<file path="config.mk">
export PLATFORM = sky130hd
export DESIGN_NAME = win_detect_flat
export DESIGN_NICKNAME = d
export VERILOG_FILES = /design/src/rtl/win_detect_if.sv /design/src/rtl/win_detect.sv /design/src/flat_wrapper.sv
export SDC_FILE = /design/constraint.sdc
export NUM_CORES = 1
export LEC_CHECK = 0
export CAP_MARGIN = 20
export CORE_ASPECT_RATIO = 2
export CORE_UTILIZATION = 52
export DETAILED_ROUTE_END_ITERATION = 10
export PLACE_DENSITY = 0.78
export SETUP_SLACK_MARGIN = 0.5
export SYNTH_ARGS = -nofsm -noshare
export SYNTH_HDL_FRONTEND = slang
export SYNTH_SLANG_ARGS = --single-unit
</file>
<file path="constraint.sdc">
create_clock -name clk -period 6.8 [get_ports clk]
set_clock_uncertainty 0.1 [all_clocks]
set_input_delay 1.36 -clock clk [delete_from_list [all_inputs] [get_ports clk]]
set_output_delay 1.36 -clock clk [all_outputs]
set_load 0.01 [all_outputs]
</file>
<file path="src/rtl/win_detect_if.sv">
// Grid-in / result-out bundle between the drop stage, win detector and display.
// The detector takes the slave side.
interface win_detect_if;
  logic [97:0] grid;
  logic        term;
  logic [1:0]  winner;
  logic [41:0] win_mask;
  logic        busy;

  modport master (output grid, input term, winner, win_mask, busy);
  modport slave  (input grid, output term, winner, win_mask, busy);
endinterface

</file>
<file path="src/rtl/win_detect.sv">
// Connect Four win/draw detector. Rescans the whole board whenever it changes,
// checking one (cell, direction) run per cycle in idx = cell*4 + dir order.
module win_detect #(
  parameter int ROWS    = 6,
  parameter int COLS    = 7,
  parameter int WIN_LEN = 4
) (
  input  logic        clk,
  input  logic        rst,
  win_detect_if.slave bus
);

  localparam int CELLS    = ROWS * COLS;
  localparam int BW       = CELLS * 2;
  localparam int LAST_IDX = CELLS * 4 - 1;
  localparam int RW       = $clog2(ROWS);
  localparam int CW       = $clog2(COLS);
  localparam int BIW      = $clog2(BW);
  localparam int MIW      = $clog2(CELLS);

  typedef enum logic [1:0] {IDLE, SCAN, DONE} state_t;

  state_t           state_q, state_d;
  logic [7:0]       idx_q, idx_d;
  logic [RW-1:0]    r_q, r_d;
  logic [CW-1:0]    c_q, c_d;
  logic [1:0]       d_q, d_d;
  logic [BW-1:0]    prev_board;
  logic             term_q, term_d;
  logic [1:0]       winner_q, winner_d;
  logic [CELLS-1:0] mask_q, mask_d;
  logic             busy_q, busy_d;

  logic [BW-1:0]    board;
  logic             chg, full, in_bounds, run_hit;
  logic [1:0]       run_val;
  logic [CELLS-1:0] run_mask, occ;
  logic             unused_sel;

  assign board = bus.grid[BW-1:0];
  // The selection row above the board never influences the result.
  assign unused_sel = ^bus.grid[97:BW];
  assign chg = board != prev_board;

  genvar g;
  generate
    for (g = 0; g < CELLS; g++) begin : g_occ
      assign occ[g] = ^board[2*g +: 2];  // 01/10 occupied, 00/11 empty
    end
  endgenerate
  assign full = &occ;

  // Evaluate the run starting at (r_q, c_q) in direction d_q.
  always_comb begin
    int dr, dc, end_r, end_c, rr, cc;
    logic [1:0] cv;
    dr = (d_q == 2'd0) ? 0 : 1;
    case (d_q)
      2'd0, 2'd2: dc = 1;
      2'd1:       dc = 0;
      default:    dc = -1;
    endcase
    end_r     = int'(r_q) + (WIN_LEN - 1) * dr;
    end_c     = int'(c_q) + (WIN_LEN - 1) * dc;
    in_bounds = (end_r < ROWS) && (end_c >= 0) && (end_c < COLS);
    run_val   = board[BIW'(2 * (COLS * int'(r_q) + COLS - 1 - int'(c_q))) +: 2];
    run_hit   = in_bounds && (run_val[1] ^ run_val[0]);
    run_mask  = '0;
    for (int k = 0; k < WIN_LEN; k++) begin
      rr = int'(r_q) + k * dr;
      cc = int'(c_q) + k * dc;
      cv = 2'b00;
      if (in_bounds) begin
        cv = board[BIW'(2 * (COLS * rr + COLS - 1 - cc)) +: 2];
        run_mask[MIW'(rr * COLS + cc)] = 1'b1;
      end
      if (cv != run_val) run_hit = 1'b0;
    end
  end

  always_comb begin
    state_d  = state_q;
    idx_d    = idx_q;
    r_d      = r_q;
    c_d      = c_q;
    d_d      = d_q;
    term_d   = term_q;
    winner_d = winner_q;
    mask_d   = mask_q;
    busy_d   = busy_q;
    case (state_q)
      IDLE: begin
        if (chg) begin
          state_d = SCAN;
          idx_d   = '0;
          r_d     = '0;
          c_d     = '0;
          d_d     = '0;
          busy_d  = 1'b1;
        end
      end
      SCAN: begin
        if (chg) begin
          idx_d = '0;
          r_d   = '0;
          c_d   = '0;
          d_d   = '0;
        end else if (run_hit) begin
          state_d  = DONE;
          term_d   = 1'b1;
          winner_d = run_val;
          mask_d   = run_mask;
          busy_d   = 1'b0;
        end else if (idx_q == 8'(LAST_IDX)) begin
          busy_d   = 1'b0;
          mask_d   = '0;
          term_d   = full;
          winner_d = full ? 2'b11 : 2'b00;
          state_d  = full ? DONE : IDLE;
        end else begin
          idx_d = idx_q + 8'd1;
          d_d   = d_q + 2'd1;
          if (d_q == 2'd3) begin
            if (c_q == CW'(COLS - 1)) begin
              c_d = '0;
              r_d = r_q + 1'b1;
            end else begin
              c_d = c_q + 1'b1;
            end
          end
        end
      end
      DONE: begin
        if (board == '0) begin
          state_d  = IDLE;
          term_d   = 1'b0;
          winner_d = 2'b00;
          mask_d   = '0;
        end else if (chg) begin
          // Result stays asserted until the rescan decides otherwise.
          state_d = SCAN;
          idx_d   = '0;
          r_d     = '0;
          c_d     = '0;
          d_d     = '0;
          busy_d  = 1'b1;
        end
      end
      default: state_d = IDLE;
    endcase
  end

  always_ff @(posedge clk) begin
    prev_board <= board;
    if (rst) begin
      state_q  <= IDLE;
      idx_q    <= '0;
      r_q      <= '0;
      c_q      <= '0;
      d_q      <= '0;
      term_q   <= 1'b0;
      winner_q <= 2'b00;
      mask_q   <= '0;
      busy_q   <= 1'b0;
    end else begin
      state_q  <= state_d;
      idx_q    <= idx_d;
      r_q      <= r_d;
      c_q      <= c_d;
      d_q      <= d_d;
      term_q   <= term_d;
      winner_q <= winner_d;
      mask_q   <= mask_d;
      busy_q   <= busy_d;
    end
  end

  assign bus.term     = term_q;
  assign bus.winner   = winner_q;
  assign bus.win_mask = mask_q;
  assign bus.busy     = busy_q;

endmodule

</file>
<file path="src/flat_wrapper.sv">
// flat-port wrapper written by rule: the top's interface ports become plain ports
module win_detect_flat 
#(
  parameter int ROWS    = 6,
  parameter int COLS    = 7,
  parameter int WIN_LEN = 4
)
  (clk, rst, bus_grid, bus_term, bus_winner, bus_win_mask, bus_busy);
  win_detect_if bus_i ();
  input  logic clk;
  input  logic rst;
  input wire logic [$bits(bus_i.grid)-1:0] bus_grid;
  output wire logic [$bits(bus_i.term)-1:0] bus_term;
  output wire logic [$bits(bus_i.winner)-1:0] bus_winner;
  output wire logic [$bits(bus_i.win_mask)-1:0] bus_win_mask;
  output wire logic [$bits(bus_i.busy)-1:0] bus_busy;
  assign bus_i.grid = bus_grid;
  assign bus_term = bus_i.term;
  assign bus_winner = bus_i.winner;
  assign bus_win_mask = bus_i.win_mask;
  assign bus_busy = bus_i.busy;
  win_detect #(.ROWS(ROWS), .COLS(COLS), .WIN_LEN(WIN_LEN)) u_core (.clk(clk), .rst(rst), .bus(bus_i));
endmodule
</file>
==> results.toml <==
[yosys]
synthXorXnorAreaFrac_pct = 10.11
syn-instance-count = 1300
synth_top_family_by_area = "adder cells"
syn-num-nets = 1570
synth_fa_ha_area_share_pct = 18.59
async_reset_ff_share_pct = 0
synthTopCellsByArea = "dfxtp_1 (24%), ha_1 (15%), mux4_2 (12%), xnor2_1 (6.4%), inv_1 (5.0%)"
yosysWarnings = 0
synth_top_area_cell = "dfxtp_1"
synth_enable_flop_cells = 0
synth_seq_area_share_pct = 23.96
syn-mean-instance-area_um2 = 9.514
synth_seq_cells = 148
yosys.area_share.simple_pct = 13.64
synth_ff_type = "dfxtp_1"
synth_area_mm2 = 0.01237
synth.area.mux_share_pct = 14.32
synth-compound-area-share_pct = 12.93
synth.distinct_cells = 65
yosysTopAreaCellShare_pct = 23.96

[floorplan]
ios = 146
core_area_mm2 = 0.02333
rows = 79
die-area_mm2 = 0.02444
dieWidth_um = 111.1
start_util_pct = 53.02
die_y_um = 220.1

[job]
max-cap-violations = 0

[setup_path]
reg2reg_to = "u_core.bus.win_mask[23]"
r2r_slack_ns = 0.41
slowest_stage = "fa_2"
crit_required_ns = 7.06
worst-path-buf-inv = 11
cp-start-kind = "register"
worstSetupPathType = "reg2reg"
crit_family = "adder cells"
end_kind = "register"
rr_worst_depth = 29
critPathMostFrequentCell = "ha_4"
slowest_delay_ns = 0.63
critPathArrivalTime_ns = 6.64
crit_fanout = 8
rr_startpoint = "u_core.d_q[1]"

[place]
port_buffers = 131
dpl.hpwl_mm = 33.15
place_congestion = 1.021

[clock_tree]
clk_latency_ns = 0.47
clock_path_buffers = 2
cts_root_buf = "clkbuf_16"
h-tree-depth = 4
cts_tree = "built"
hold_buffers = 0
numCtsBuffers = 17
clk_pin_slew_ns = 0.06
clock-sinks = 148

[global_route]
grtUsageTotal_pct = 36.28
grt_pass1_wl_mm = 64.39
grt_max_degree = 36
antenna_found_initial = 1
grt_pass1_vias = 11460
overflow = 0

[timing]
timing.fmax_mhz = 156.6
drv_slew = 0
finalCriticalPeriod_ns = 6.387
period_share_pct = 93.92
finalSetupViolCount = 0
slew_headroom_pct = 25.25
worstMarginPinSlew_ns = 1.111
hold_viol_final = 0
rsz0062_at_grt = "true"
whs_ns = 0.3582

[pwr]
seq_power_share_pct = 41.5
netSwitchingFraction_pct = 27.00
irDropWorstVdd_uv = 193.0
clkPwrFrac_pct = 44.6
leakagePower_nw = 6.826
combPwrFrac_pct = 13.9
power_mw = 2.186
switchingPower_mw = 0.5901
p_per_area_mw_per_mm2 = 140.5
internal-power_mw = 1.595

[final_layout]
final_common_cell = "inv_1"
drive_gt1_share_pct = 15.76
mostFrequentLayoutCells = "inv_1 (155), dfxtp_1 (146), ha_1 (133), clkdlybuf4s50_1 (131), xnor2_1 (83)"
antennaDiodeCount = 0
synthToLayoutAreaGrowth_pct = 25.74
final_nets = 1754

[min_path]
holdPathStages = 1
hold_start = "u_core.bus.win_mask[37]"
hold_class = "reg2reg"
holdPathEnd = "u_core.bus.win_mask[37]"

[drt]
avgRoutedWirePerCell_um = 24.91
antenna_left = 0
via_per_inst = 6.392
drt-total-wl_mm = 44.34
first_pass_iters = 8
drc = 19
dr.first_iter.drc_count = 754
routed-via-count = 11380

[run_status]
violations = "design-rule violations"
outcome = "finished, violations left"
-- flip-flops by register name (all words and copies together), names as in the netlist --
name and cells:
u_core.prev_board 84, u_core.bus.win_mask 42, u_core.idx_q 8, u_core.c_q 3, u_core.r_q 3, u_core.bus.winner 2, u_core.d_q 2, u_core.state_q 2
u_core.bus.busy 1, u_core.bus.term 1
-- cell type report --
cell class,count,area (µm²)
inverter,166,625.6
clock inverter,12,142.6
fill,1858,7776
timing repair buffer,199,2008
clock buffer,20,446.7
multi-input combinational,952,9009
sequential,148,2965
tap,283,354.1
-- metrics by stage --
step / instance area (µm²) / instances / setup TNS [ns] / utilization, % / setup WS [ns]
after floorplan: 12390 / 1300 / 0 / - / 0.5300
after CTS: 15140 / 1763 / 0 / 64.88 / 0.5026
after global placement: 14220 / 1719 / 0 / 60.94 / 0.06386
after detailed placement: 14220 / 1719 / -1.324 / 60.94 / -0.04904
after global routing: 15550 / 1780 / 0 / 66.66 / 0.2664
final: 15550 / 1780 / 0 / 66.66 / 0.4132
-- cells by family (layout without fill, tap and decap cells) --
group	count (synthesis)	in the layout
xor gates and xnor gates	139	139
AOI/OAI and AO/OA	223	223
DFF	148	148
adders and majority gates	170	170
buffers and inverters	200	397
muxes	95	95
and+or+nand+nor	325	325
-- routing by layer --
layer  share of wire (%)  up-vias  wire (µm)  track usage, %
li1                    -     5088          -               -
met5               0.027        -         12               0
met2                  52      613      22940           66.73
met1                  29     5412      12910           29.87
met3                 6.2      263       2755           7.233
met4                  13        2       5718           43.02
-- worst reg2reg max path: cells and delay by family, from the launching register on --
family	cells	cell delay [ns]
buffers and inverters	11	1.12
multiplexers	1	0.23
AND/OR/NAND/NOR	2	0.19
flip-flops	1	0.32
adder cells (fa/ha/maj)	9	2.97
XOR/XNOR	1	0.17
AO/OA/AOI/OAI	5	1.17
-- cells in the mapped netlist, drive strengths merged (17+ instances only) --
| cell type | instances |
|---|---|
| a21o | 18 |
| a21oi | 40 |
| a221o | 17 |
| a22o | 37 |
| buf | 20 |
| dfxtp | 148 |
| fa | 23 |
| ha | 147 |
| inv | 166 |
| mux2i | 27 |
| mux4 | 65 |
| nand2 | 68 |
| nand3 | 25 |
| nand4 | 50 |
| nor2 | 62 |
| nor3 | 29 |
| nor4 | 19 |
| o21ai | 43 |
| xnor2 | 90 |
| xor2 | 48 |
-- power by group through the flow --
stage / Combinational (mW) / Clock (mW) / Sequential [mW]
2_1_floorplan: 0.128 / 0 / 0.924
6_report: 0.304 / 0.975 / 0.907
3_5_place_dp: 0.273 / 0 / 0.926
5_1_grt: 0.319 / 1.01 / 0.908
4_1_cts: 0.277 / 0.979 / 0.906
3_3_place_gp: 0.269 / 0 / 0.924
-- what timing repair did --
item	in CTS	in global routing
cloned	1	6
endpoints found under the setup margin	64	64
pin swaps	13	56
gates resized for setup	34	44
setup buffers	11	11
endpoints found under the hold margin	0	0
-- how the worst max path moves through the flow --
stage | from | to | cells after the start | slack [ns]
after floorplan | u_core.d_q[0] | u_core.bus.win_mask[12] | 24 | 0.53
after global placement | u_core.d_q[0] | u_core.bus.win_mask[29] | 25 | 0.06
after detailed placement | u_core.d_q[0] | u_core.bus.win_mask[19] | 25 | -0.05
after CTS | u_core.d_q[0] | u_core.idx_q[5] | 28 | 0.50
after global routing | u_core.d_q[1] | u_core.bus.win_mask[30] | 29 | 0.27
final | u_core.d_q[1] | u_core.bus.win_mask[23] | 29 | 0.41
(Power assumes the default switching activity.)
